`config.mk`:
```
export PLATFORM = sky130hd
export DESIGN_NAME = cordic_ctrl_flat
export DESIGN_NICKNAME = d
export VERILOG_FILES = /design/src/rtl/cordic_ctrl_pkg.sv /design/src/rtl/cordic_ctrl_if.sv /design/src/rtl/cordic_ctrl_iter_cnt.sv /design/src/rtl/cordic_ctrl.sv /design/src/flat_wrapper.sv
export SDC_FILE = /design/constraint.sdc
export NUM_CORES = 1
export LEC_CHECK = 0
export CAP_MARGIN = 20
export CORE_AREA = 4 4 42 44
export CTS_CLUSTER_DIAMETER = 50
export DETAILED_ROUTE_END_ITERATION = 8
export DIE_AREA = 0 0 46 48
export DONT_BUFFER_PORTS = 1
export PLACE_DENSITY = 0.5
export SYNTH_ARGS = -nofsm -noshare
export SYNTH_HDL_FRONTEND = slang
export SYNTH_SLANG_ARGS = --single-unit
export TNS_END_PERCENT = 1
```
`constraint.sdc`:
```
create_clock -name clk_i -period 1.8 [get_ports clk_i]
set_input_delay 0.36 -clock clk_i [delete_from_list [all_inputs] [get_ports clk_i]]
set_output_delay 0.36 -clock clk_i [all_outputs]
set_load 0.05 [all_outputs]
```
`src/rtl/cordic_ctrl_pkg.sv`:
```
// Shared definitions for the CORDIC sequencer slice.
//   cordic_state_e     : controller FSM states
//   cordic_mode_e      : rotation / vectoring selector
//   CORDIC_ITERATIONS  : default number of micro-rotations per operation
package cordic_pkg;

   typedef enum logic [1:0] {
      IDLE,
      LOAD,
      ITER,
      DONE
   } cordic_state_e;

   typedef enum logic {
      CORDIC_ROTATION  = 1'b0,
      CORDIC_VECTORING = 1'b1
   } cordic_mode_e;

   localparam int CORDIC_ITERATIONS = 16;

endpackage

```
`src/rtl/cordic_ctrl_if.sv`:
```
// Stream/datapath signal bundle between the CORDIC top level, the sequencer
// and the datapath registers.
//   slave  : sequencer view (cordic_ctrl)
//   master : environment view (stream source/sink + datapath)
// Signals:
//   in_valid_i/in_ready_o   operation handshake, mode_i sampled on it
//   z_sign_i/y_sign_i       datapath sign bits used for the rotation direction
//   load_o                  one-cycle datapath load pulse
//   iter_en_o/iter_o/dir_o  micro-rotation enable, index and direction
//   mode_o                  latched mode of the operation in flight
//   busy_o                  high during LOAD and ITER
//   out_valid_o/out_ready_i result handshake
interface cordic_ctrl_if #(
   parameter int IterWidth = $clog2(cordic_pkg::CORDIC_ITERATIONS)
);

   logic                 in_valid_i;
   logic                 in_ready_o;
   logic                 mode_i;
   logic                 z_sign_i;
   logic                 y_sign_i;
   logic                 load_o;
   logic                 iter_en_o;
   logic [IterWidth-1:0] iter_o;
   logic                 dir_o;
   logic                 mode_o;
   logic                 busy_o;
   logic                 out_valid_o;
   logic                 out_ready_i;

   modport slave (
      input  in_valid_i, mode_i, z_sign_i, y_sign_i, out_ready_i,
      output in_ready_o, load_o, iter_en_o, iter_o, dir_o, mode_o, busy_o, out_valid_o
   );

   modport master (
      output in_valid_i, mode_i, z_sign_i, y_sign_i, out_ready_i,
      input  in_ready_o, load_o, iter_en_o, iter_o, dir_o, mode_o, busy_o, out_valid_o
   );

endinterface

```
`src/rtl/cordic_ctrl_iter_cnt.sv`:
```
// Modulo-Iterations iteration counter.
//   clk_i  rising-edge clock
//   rst_i  synchronous active-high reset (count -> 0)
//   clr    synchronous clear (count -> 0)
//   en     advance the count by one, wrapping after Iterations-1
//   cnt    current count
//   tick   terminal count: en is high while cnt == Iterations-1
module cordic_iter_cnt #(
   parameter int Iterations = 16,
   parameter int IterWidth  = $clog2(Iterations)
) (
   input  logic                 clk_i,
   input  logic                 rst_i,
   input  logic                 clr,
   input  logic                 en,
   output logic [IterWidth-1:0] cnt,
   output logic                 tick
);

   localparam logic [IterWidth-1:0] LastIdx = IterWidth'(Iterations - 1);

   assign tick = en & (cnt == LastIdx);

   always_ff @(posedge clk_i) begin
      if (rst_i || clr) begin
         cnt <= '0;
      end else if (en) begin
         cnt <= tick ? '0 : cnt + 1'b1;
      end
   end

endmodule

```
`src/rtl/cordic_ctrl.sv`:
```
// Sequencer for the iterative CORDIC datapath. Accepts one operation per
// valid/ready handshake, pulses the datapath load, steps Iterations
// micro-rotations (index + direction), then holds the result valid until
// the consumer accepts it. A result accept can coincide with the next
// operation's handshake, so back-to-back operations have no idle bubble.
//   clk_i  rising-edge clock
//   rst_i  synchronous active-high reset; forces every output to 0 while high
//   bus    cordic_ctrl_if.slave (see interface header for signal list)
module cordic_ctrl
   import cordic_pkg::*;
#(
   parameter int Iterations = CORDIC_ITERATIONS,
   parameter int IterWidth  = $clog2(Iterations)
) (
   input logic          clk_i,
   input logic          rst_i,
   cordic_ctrl_if.slave bus
);

   if ((Iterations < 2) || (Iterations > (1 << IterWidth))) begin : g_param_check
      $error("cordic_ctrl: Iterations must lie in 2..2**IterWidth");
   end

   cordic_state_e        state_q;
   cordic_state_e        state_d;
   cordic_mode_e         mode_q;
   logic [IterWidth-1:0] cnt;
   logic                 cnt_tick;
   logic                 cnt_clr;
   logic                 in_ready;
   logic                 load;
   logic                 iter_en;
   logic                 busy;
   logic                 out_valid;

   cordic_iter_cnt #(
      .Iterations (Iterations),
      .IterWidth  (IterWidth)
   ) u_iter_cnt (
      .clk_i (clk_i),
      .rst_i (rst_i),
      .clr   (cnt_clr),
      .en    (iter_en),
      .cnt   (cnt),
      .tick  (cnt_tick)
   );

   always_ff @(posedge clk_i) begin
      if (rst_i) begin
         state_q <= IDLE;
         mode_q  <= CORDIC_ROTATION;
      end else begin
         state_q <= state_d;
         if (in_ready && bus.in_valid_i) begin
            mode_q <= cordic_mode_e'(bus.mode_i);
         end
      end
   end

   always_comb begin
      state_d   = state_q;
      in_ready  = 1'b0;
      load      = 1'b0;
      iter_en   = 1'b0;
      busy      = 1'b0;
      out_valid = 1'b0;
      cnt_clr   = 1'b0;
      case (state_q)
         IDLE: begin
            in_ready = 1'b1;
            if (bus.in_valid_i) state_d = LOAD;
         end
         LOAD: begin
            load    = 1'b1;
            busy    = 1'b1;
            cnt_clr = 1'b1;
            state_d = ITER;
         end
         ITER: begin
            iter_en = 1'b1;
            busy    = 1'b1;
            if (cnt_tick) state_d = DONE;
         end
         DONE: begin
            out_valid = 1'b1;
            if (bus.out_ready_i) begin
               // Result consumed this cycle, so a new operation may be accepted too.
               in_ready = 1'b1;
               state_d  = bus.in_valid_i ? LOAD : IDLE;
            end
         end
         default: state_d = IDLE;
      endcase
      // Reset blanks every output, even when the registered state is mid-operation.
      if (rst_i) begin
         in_ready  = 1'b0;
         load      = 1'b0;
         iter_en   = 1'b0;
         busy      = 1'b0;
         out_valid = 1'b0;
      end
   end

   assign bus.in_ready_o  = in_ready;
   assign bus.load_o      = load;
   assign bus.iter_en_o   = iter_en;
   assign bus.busy_o      = busy;
   assign bus.out_valid_o = out_valid;
   assign bus.iter_o      = rst_i ? '0 : cnt;
   assign bus.mode_o      = ~rst_i & mode_q;
   // Rotation drives z toward 0 (add when z >= 0); vectoring drives y toward 0 (add when y < 0).
   assign bus.dir_o       = iter_en & ((mode_q == CORDIC_VECTORING) ? bus.y_sign_i : ~bus.z_sign_i);

endmodule
```
`src/flat_wrapper.sv`:
```
// flat-port wrapper written by rule: the top's interface ports become plain ports
module cordic_ctrl_flat import cordic_pkg::*;
#(
   parameter int Iterations = CORDIC_ITERATIONS,
   parameter int IterWidth  = $clog2(Iterations)
)
  (clk_i, rst_i, bus_in_valid_i, bus_mode_i, bus_z_sign_i, bus_y_sign_i, bus_out_ready_i, bus_in_ready_o, bus_load_o, bus_iter_en_o, bus_iter_o, bus_dir_o, bus_mode_o, bus_busy_o, bus_out_valid_o);
  cordic_ctrl_if #(.IterWidth(IterWidth)) bus_i ();
  input logic clk_i;
  input logic rst_i;
  input wire logic [$bits(bus_i.in_valid_i)-1:0] bus_in_valid_i;
  input wire logic [$bits(bus_i.mode_i)-1:0] bus_mode_i;
  input wire logic [$bits(bus_i.z_sign_i)-1:0] bus_z_sign_i;
  input wire logic [$bits(bus_i.y_sign_i)-1:0] bus_y_sign_i;
  input wire logic [$bits(bus_i.out_ready_i)-1:0] bus_out_ready_i;
  output wire logic [$bits(bus_i.in_ready_o)-1:0] bus_in_ready_o;
  output wire logic [$bits(bus_i.load_o)-1:0] bus_load_o;
  output wire logic [$bits(bus_i.iter_en_o)-1:0] bus_iter_en_o;
  output wire logic [$bits(bus_i.iter_o)-1:0] bus_iter_o;
  output wire logic [$bits(bus_i.dir_o)-1:0] bus_dir_o;
  output wire logic [$bits(bus_i.mode_o)-1:0] bus_mode_o;
  output wire logic [$bits(bus_i.busy_o)-1:0] bus_busy_o;
  output wire logic [$bits(bus_i.out_valid_o)-1:0] bus_out_valid_o;
  assign bus_i.in_valid_i = bus_in_valid_i;
  assign bus_i.mode_i = bus_mode_i;
  assign bus_i.z_sign_i = bus_z_sign_i;
  assign bus_i.y_sign_i = bus_y_sign_i;
  assign bus_i.out_ready_i = bus_out_ready_i;
  assign bus_in_ready_o = bus_i.in_ready_o;
  assign bus_load_o = bus_i.load_o;
  assign bus_iter_en_o = bus_i.iter_en_o;
  assign bus_iter_o = bus_i.iter_o;
  assign bus_dir_o = bus_i.dir_o;
  assign bus_mode_o = bus_i.mode_o;
  assign bus_busy_o = bus_i.busy_o;
  assign bus_out_valid_o = bus_i.out_valid_o;
  cordic_ctrl #(.Iterations(Iterations), .IterWidth(IterWidth)) u_core (.clk_i(clk_i), .rst_i(rst_i), .bus(bus_i));
endmodule
```
==> reports/summary.txt <==
RePlAce Congestion -> 0.709
IO Port Bufs -> 0
static leakage -> 0.320 nW
Main synth FF type -> dfxtp_1
Routed WL per cell -> 11.7 um
status -> completed
startpoint types -> flop
synth unique cells -> 25
final worst setup slack -> 0.0570 ns
Reg2Reg Depth -> 5
total die area -> 2210 um^2
Total Power -> 0.000884 W
Final nets -> 86
cell taking the most area after synthesis -> dfxtp_1
RSZ-0062 raised after global routing -> yes
met1 Usage GRT -> 12.2%
initial antenna violation count -> 0
CTS H-Tree Depth -> 1
Max Cap Viol -> 0
worst hold path stage count -> 1
Die Width -> 46 um
Post-synth EDFFs -> 0
drt drc -> 0
share of the synthesized area in the top cell type -> 27.0%
hpwl dp -> 817 um
Syn Inst Count -> 59
highest-delay cell along the critical path -> dfxtp_2
GR Util met2 -> 20.6%
IO Pins -> 18
syn avg cell area -> 8.80 um^2
Detailed Route WL -> 1030 um
dpl ws -> 0.0352 ns
clk buf depth -> 2
clock skew -> 0.00629 ns
CTS Buf Count -> 3
Global Route Usage Sum -> 12.0%
critical path buffer and inverter count -> 2
Ant. Diodes -> 0
#FFs+latches synth -> 7
Layout Utilization -> 45.2%
Root Buffer -> clkbuf_4
CP cell instances -> inv_1 -> ha_1 -> nor3_2 -> buf_6
drt via density -> 4.94
Post-Syn Nets -> 72
CTS tree -> done
die height -> 48 um
Final ANT Viol Nets -> 0
most numerous cell in the Yosys netlist -> dfxtp_1
Slew @ Worst Pin -> 0.489 ns
grt met3 use -> 6.39%
CTS sink cnt -> 7
WP depth -> 4
Area Overhead vs Synth -> 25.1%
Worst EP required -> 1.44 ns
core area -> 1440 um^2
share of cells above drive strength 1 -> 33.3%
worst vdd ir -> 0.753 mV
Synth Warn # -> 0
Post-CTS Hold Buffers -> 0
pwr dens -> 1360 nW/um^2
CP delay by family, top -> flip-flops
Hold Vio Cnt, Final -> 0
Final Max Slew Viols -> 0
mapped cell area -> 519 um^2
crit path time final -> 1.74 ns
Worst-Skew Late Latency -> 0.25 ns
top cells by count, synth -> dfxtp_1, ha_1, inv_1, nor2b_1
crit-path max FO -> 5
slowest stage delay, CP -> 0.35 ns
largest net degree at the start of global routing -> 20
initial DRC count -> 9
Max Clk Rate -> 574 MHz
routed via count -> 435
Crit Path Category -> flop to output pin
setup violators final -> 0
vias in the first global route -> 435
GRT overflow -> 0
period utilization -> 96.8%
Initial Util -> 36.1%
first-pass GRT wire length -> 1880 um
worst relative slew slack -> 67.4%
Min-Delay Path Class -> input pin to flop
Async SR Flop Fraction -> 0%
# rows -> 14
GRT Max-Usage Layer -> met2
DR pass1 iterations -> 4
Arrival @ worst endpoint -> 1.38 ns
Critical Path End Type -> output pin
top cells by area, synth -> dfxtp_1, ha_1, mux2_2, nor2b_1, and2b_1
CTS clk-pin slew, worst paths -> 0.06 ns
Seq/Total Area, Yosys -> 27.0%
worst register-to-register path, delay by kind of cell, from the launching register on:
kind / cells / cell delay, ns
compound gates: 1 / 0.31
buf+inv: 1 / 0.18
simple gates: 1 / 0.11
flops: 1 / 0.41
mux: 1 / 0.33
fa+ha+maj: 1 / 0.27
where the power goes:
group,internal [W],switching [W]
Combinational,0.000211,0.000304
Sequential,0.000191,0.0000308
Clock,0.0000849,0.0000624
Total,0.000487,0.000397
cell usage in the layout (no fill, tap or decap), types with 2 or more instances in the layout:
cell and instances:
nor3_1 2, nand2b_1 2, mux2_2 3, dfxtp_1 5, nand2_1 4, o21ai_0 2
dfxtp_2 2, and2b_2 2, clkbuf_4 3, nor2_1 2, and2b_1 2, inv_1 5
a211oi_1 2, ha_1 6, nor2b_1 5, buf_4 10, a21oi_1 2
worst paths after layout:
kind,from,endpoint,slack [ns]
min reg2reg,u_core.u_iter_cnt.cnt[0],u_core.u_iter_cnt.cnt[0],0.53
max,u_core.state_q[0],bus_in_ready_o,0.06
max reg2reg,u_core.u_iter_cnt.cnt[0],u_core.state_q[1],0.08
min,rst_i,u_core.u_iter_cnt.cnt[3],0.18
cell families after synthesis:
kind of cell | share of synthesized area, %
AO/OA/AOI/OAI | 9.88
XOR/XNOR | 1.69
adder cells (fa/ha/maj) | 14.5
buffers and inverters | 6.51
flip-flops | 27.0
multiplexers | 8.43
AND/OR/NAND/NOR | 32.0
flip-flops by register name (all words and copies together), names as in the netlist:
| register | cells |
|---|---|
| u_core.u_iter_cnt.cnt | 4 |
| u_core.state_q | 2 |
| u_core.mode_q | 1 |
stage by stage:
stage	hold WS (ns)	instances	cell area, um^2	TNS (ns)
detailed placement	0.443	83	607	0
global placement	0.442	83	607	0
CTS	0.170	87	639	0
finish	0.176	88	649	0
floorplan	0.500	59	527	-0.0201
global route	0.160	88	649	-0.102
repair_timing:
action,CTS,global route
buffers inserted,0,1
pin swaps,0,2
resized for setup,3,2
setup endpoints to repair,3,5
final cells by class:
class | count | area (um^2)
repair buffers | 11 | 86.3
well taps | 16 | 20.0
multi-input cells | 45 | 355
flip-flops and latches | 7 | 143
inverters | 5 | 18.8
clock buffers | 4 | 26.3
fillers | 159 | 787
routing by layer:
metal,share of wire [%],up-vias
met3,6.8,2
met2,52,9
met5,0,-
met1,40,196
li1,-,228
met4,1.2,0
(Power assumes the default switching activity.)
